**src/rtl/noc_pkg.sv**
```systemverilog
// Shared NoC constants: flit-id codes, one-hot arbiter port codes and
// the requester state encoding.
package noc_pkg;

    localparam logic [2:0] HEADER = 3'b001;
    localparam logic [2:0] BODY   = 3'b010;
    localparam logic [2:0] TAIL   = 3'b100;

    localparam logic [5:0] PORT_L = 6'b000010;
    localparam logic [5:0] PORT_N = 6'b000100;
    localparam logic [5:0] PORT_E = 6'b001000;
    localparam logic [5:0] PORT_W = 6'b010000;
    localparam logic [5:0] PORT_S = 6'b100000;

    localparam int LEN_W = 12;

    typedef enum logic [1:0] {
        IDLE    = 2'd0,
        REQUEST = 2'd1,
        SEND    = 2'd2,
        HOLD    = 2'd3
    } state_e;

endpackage

```
**src/rtl/flit_requester.sv**
```systemverilog
// Input-port requester: arbitrates for the crossbar on a header, forwards
// the packet flit by flit while granted, and flags length mismatches.
module flit_requester
    import noc_pkg::*;
#(
    parameter int         DATA_W    = 32,
    parameter logic [5:0] PORT_CODE = 6'b000010
) (
    input  logic              clk,
    input  logic              rst,
    input  logic              in_valid,
    output logic              in_ready,
    input  logic [2:0]        in_flit_id,
    input  logic [DATA_W-1:0] in_data,
    input  logic [5:0]        grant,
    output logic              req,
    output logic [2:0]        flit_id,
    output logic [LEN_W-1:0]  length,
    output logic              out_valid,
    output logic [DATA_W-1:0] out_data,
    output logic              err_len
);

    state_e             state_q, state_d;
    logic               req_q, req_d;
    logic [2:0]         flit_id_q, flit_id_d;
    logic [LEN_W-1:0]   len_q, len_d;
    logic [LEN_W-1:0]   cnt_q, cnt_d;
    logic               out_valid_q, out_valid_d;
    logic [DATA_W-1:0]  out_data_q, out_data_d;
    logic               err_q, err_d;
    logic               ready_c;
    logic               granted;

    // Multi-hot or foreign grant codes never count as ours.
    assign granted = (grant == PORT_CODE);

    always_comb begin
        state_d     = state_q;
        len_d       = len_q;
        cnt_d       = cnt_q;
        flit_id_d   = flit_id_q;
        out_valid_d = 1'b0;
        out_data_d  = out_data_q;
        err_d       = 1'b0;
        ready_c     = 1'b0;
        case (state_q)
            IDLE: begin
                flit_id_d = '0;
                if (in_valid) begin
                    if (in_flit_id == HEADER) begin
                        // Header stays in the FIFO; it is popped as the first flit in SEND.
                        len_d     = in_data[LEN_W-1:0];
                        err_d     = (in_data[LEN_W-1:0] == '0);
                        flit_id_d = HEADER;
                        state_d   = REQUEST;
                    end else begin
                        ready_c = 1'b1;
                        err_d   = 1'b1;
                    end
                end
            end
            REQUEST: begin
                if (granted) state_d = SEND;
            end
            SEND: begin
                if (!granted) begin
                    state_d = HOLD;
                end else begin
                    ready_c = 1'b1;
                    if (in_valid) begin
                        out_valid_d = 1'b1;
                        out_data_d  = in_data;
                        flit_id_d   = in_flit_id;
                        cnt_d       = (in_flit_id == HEADER) ? LEN_W'(1) : cnt_q + LEN_W'(1);
                        if (in_flit_id == TAIL) begin
                            err_d   = ((cnt_q + LEN_W'(1)) != len_q);
                            state_d = IDLE;
                        end
                    end
                end
            end
            HOLD: begin
                if (granted) state_d = SEND;
            end
            default: state_d = IDLE;
        endcase
        req_d = (state_d != IDLE);
    end

    always_ff @(posedge clk or negedge rst) begin
        if (!rst) begin
            state_q     <= IDLE;
            req_q       <= 1'b0;
            flit_id_q   <= '0;
            len_q       <= '0;
            cnt_q       <= '0;
            out_valid_q <= 1'b0;
            out_data_q  <= '0;
            err_q       <= 1'b0;
        end else begin
            state_q     <= state_d;
            req_q       <= req_d;
            flit_id_q   <= flit_id_d;
            len_q       <= len_d;
            cnt_q       <= cnt_d;
            out_valid_q <= out_valid_d;
            out_data_q  <= out_data_d;
            err_q       <= err_d;
        end
    end

    // Gated so a pending non-header flit cannot be popped while reset is held.
    assign in_ready  = rst & ready_c;
    assign req       = req_q;
    assign flit_id   = flit_id_q;
    assign length    = len_q;
    assign out_valid = out_valid_q;
    assign out_data  = out_data_q;
    assign err_len   = err_q;

endmodule

```
**config.mk**
```make
export PLATFORM = sky130hd
export DESIGN_NAME = flit_requester
export DESIGN_NICKNAME = d
export VERILOG_FILES = /design/src/rtl/noc_pkg.sv /design/src/rtl/flit_requester.sv
export SDC_FILE = /design/constraint.sdc
export NUM_CORES = 1
export LEC_CHECK = 0
export BUFFER_PORTS_ARGS = -buffer_cell sky130_fd_sc_hd__buf_2
export CAP_MARGIN = 30
export CORE_UTILIZATION = 50
export DETAILED_ROUTE_END_ITERATION = 10
export PLACE_DENSITY = 0.8
export SKIP_LAST_GASP = 1
export SYNTH_ARGS = -nofsm -noshare
export SYNTH_HDL_FRONTEND = slang
export SYNTH_SLANG_ARGS = --single-unit
export TNS_END_PERCENT = 10
```
**constraint.sdc**
```tcl
create_clock -name clk -period 6.25 [get_ports clk]
set_clock_uncertainty 0.1 [all_clocks]
set_input_delay 1.25 -clock clk [delete_from_list [all_inputs] [get_ports clk]]
set_output_delay 1.25 -clock clk [all_outputs]
set_load 0.01 [all_outputs]
```
==> flow_summary.rst <==
.. list-table::
   :header-rows: 1

   * - Metric
     - Value
   * - Run status
     - completed
   * - HPWL after detailed placement
     - 4970 um
   * - CTS root buf
     - clkbuf_8
   * - Power per Cell Area
     - 244 mW/mm2
   * - Starting density of the core
     - 53.0%
   * - Biggest area consumer among synthesized cells
     - dfrtp_1
   * - Number of global-route vias before repair
     - 2562
   * - Distinct cell type count after synthesis
     - 38
   * - Global placer's final weighted congestion
     - 0.867
   * - Num ports
     - 95
   * - Port bufs
     - 94
   * - Worst path cell trace
     - buf_2 > nor3b_2 > nor3b_1 > a21oi_1 > nor3b_1 > buf_2
   * - Worst reg2reg endpoint
     - cnt_q[3]
   * - Required @ worst endpoint
     - 4900 ps
   * - Start point of the critical path
     - in_flit_id[1]
   * - Routed length per instance
     - 14.9 um
   * - Nature of the critical path startpoint
     - input pin
   * - Clock Sinks
     - 64
   * - Area of the mapped netlist
     - 0.00299 mm2
   * - Nets
     - 455
   * - Data arrival at the endpoint of the critical path
     - 2630 ps
   * - Average footprint of a synthesized cell
     - 9.29 um2
   * - Top cells by count, synth
     - nand2_1 (110), dfrtp_1 (64), o21ai_0 (21)
   * - Slew at the pin closest to its max-slew limit
     - 1000 ps
   * - Met3 Wirelength
     - 475 um
   * - TritonCTS clock tree
     - yes
   * - RSZ-0062 raised after global routing
     - false
   * - Resized cells post-CTS
     - 0
   * - Number of max-cap violations
     - 0
   * - Vias
     - 2632
   * - Pin count of the biggest net entering global routing
     - 66
   * - CP Capture Type
     - output port
   * - Cell with the most instances after synthesis
     - nand2_1
   * - Share of flip-flops with an asynchronous set or reset
     - 100%
   * - Most used DFF post-synth
     - dfrtp_1
   * - Worst reg2reg startpoint
     - state_q[0]
   * - Clock input transition at the sequential cells of the worst setup and hold paths
     - 60 ps
   * - Area growth from synthesis to final layout
     - 21.9%
   * - H-tree Lvls
     - 3
   * - Last element of the critical path
     - in_ready
   * - Setup violations, final
     - 0
   * - Final hold viol count
     - 0
   * - Hold Crit Class
     - reg -> reg
   * - Clock latency on the worst-skew pair
     - 340 ps
   * - Largest cells by area after synthesis
     - dfrtp_1 (54%), nand2_1 (14%), mux2_2 (4.5%), o21ai_0 (3.5%), xnor2_1 (2.6%)
   * - Yosys warning total
     - 0
   * - DR pass1 iterations
     - 4
   * - Max stage delay on crit path
     - 820 ps
   * - Number of cell rows
     - 27
   * - Worst-path fanout max
     - 16
   * - DIE AREA
     - 0.00630 mm2
   * - Lkg Pwr
     - 2.00 nW
   * - Routed length on met2
     - 3420 um
   * - Maximum clock frequency
     - 251 MHz
   * - Final setup slack of the worst path
     - 2270 ps
   * - Relative slew slack
     - 32.9%
   * - DRC violation count after routing
     - 0
   * - EDFF count, synth
     - 0
   * - Slowest cell on the critical path
     - nor3b_2
   * - First-pass GRT wire length
     - 12100 um
   * - Number of vias per cell
     - 5.44
   * - Violation count after the first detailed-route iteration
     - 221
   * - Maximum root-to-sink buffer count
     - 2
   * - Number of routed nets with antenna violations
     - 0
   * - Number of hold buffers added after CTS
     - 0
   * - Overflow left after global routing
     - 0
   * - Worst setup path category
     - in -> out
   * - Shortest period the worst path allows
     - 3980 ps
   * - Number of nets produced by synthesis
     - 367
   * - WL final
     - 7220 um
   * - Setup TNS after final layout
     - 0 ps
   * - Flops & latches, synth
     - 64
   * - Total global-route track usage
     - 25.7%
   * - Vert. Die Dim
     - 79.4 um
   * - Top Layer Used
     - met4
   * - Number of instances in the synthesized netlist
     - 322
   * - Antenna diode count
     - 0
   * - Number of max-slew violations in the final report
     - 0
   * - Depth of the worst register-to-register path
     - 4
   * - Post-CTS Repair Setup Buffers
     - 0
   * - Sequential fraction of the synthesis area
     - 53.5%
   * - Routed metal-1 wirelength
     - 3210 um
   * - Standard cell core area
     - 0.00564 mm2
   * - Minimum setup slack after placement
     - 2050 ps
   * - Portion of synthesized cell area occupied by the leading cell type
     - 53.5%
   * - Maximum VDD drop
     - 0.000182 V
   * - Flop-to-flop setup slack
     - 3690 ps
   * - Final period util
     - 63.7%
   * - X dimension of the die
     - 79.4 um
   * - Antenna violations before repair
     - 0
   * - Total clock buffers created by CTS
     - 9
   * - Fraction of final layout cells with drive strength greater than 1
     - 31.1%
## cell type report
class	instances	area [um2]
fillers	446	1990
inverters	2	7.51
clock buffers	12	155
flip-flops and latches	64	1600
clock inverters	1	5.00
well taps	72	90.1
repair buffers	95	478
multi-input cells	238	1310
## through the flow
stage / std cells / instance area (um2) / util, % / hold slack (ps) / power, mW
after floorplan: 322 / 2990 / - / 367 / 0.532
after CTS: 484 / 3650 / 64.6 / 373 / 0.894
after global placement: 471 / 3490 / 61.8 / 355 / 0.590
after detailed placement: 471 / 3490 / 61.8 / 358 / 0.595
final: 484 / 3650 / 64.6 / 367 / 0.891
after global routing: 484 / 3650 / 64.6 / 398 / 0.931
## registers in the layout, summed over array words and instances (netlist names)
signal / flops
out_valid: 1
cnt_q: 12
req: 1
length: 12
state_q: 2
out_data: 32
flit_id: 3
err_len: 1
## metal layers
metal  vias up  track usage, %
met5         -               0
met4         0            10.4
met3        13            8.05
met2       104            39.2
met1      1258            33.9
li1       1257               -
## kinds of logic after synthesis
logic type,synth area share (%)
buffers and inverters,2.72
flip-flops,53.5
AO/OA/AOI/OAI,9.20
AND/OR/NAND/NOR,25.5
adder cells (fa/ha/maj),0.752
XOR/XNOR,3.80
multiplexers,4.52
## cell usage in the layout (no fill, tap or decap), drive strengths merged, types with 2 or more instances in the layout
cell type / netlist / final
nand2: 110 / 110
xor2: 4 / 4
o21ai: 22 / 22
nor3b: 5 / 5
o31ai: 4 / 4
dfrtp: 64 / 64
buf: 5 / 95
nand4: 6 / 6
mux2: 12 / 12
or2: 2 / 2
nand2b: 5 / 5
nor2: 17 / 17
inv: 2 / 2
nor3: 5 / 5
nor4: 4 / 4
a31oi: 8 / 8
clkbuf: 13 / 12
and3: 2 / 2
nand3: 5 / 5
xnor2: 9 / 9
a21oi: 6 / 6
## power by group
part	internal (mW)	switching [mW]
Combinational	0.0612	0.0641
Clock	0.158	0.145
Sequential	0.437	0.0256
Total	0.656	0.234
## worst min path at each step
stage	cells after the start	start	slack, ps	end
2_1_floorplan	1	cnt_q[11]	370	cnt_q[11]
3_3_place_gp	2	out_data[7]	360	out_data[7]
3_5_place_dp	2	out_data[4]	360	out_data[4]
4_1_cts	2	out_data[4]	370	out_data[4]
5_1_grt	2	out_data[4]	400	out_data[4]
6_report	2	out_data[13]	370	out_data[13]
## worst max-delay path, delay by kind of cell
| family | cells | cell delay [ps] |
|---|---|---|
| AO/OA/AOI/OAI | 1 | 150 |
| buffers and inverters | 2 | 260 |
| AND/OR/NAND/NOR | 3 | 980 |
No activity file was read; power rests on OpenSTA's default activity.
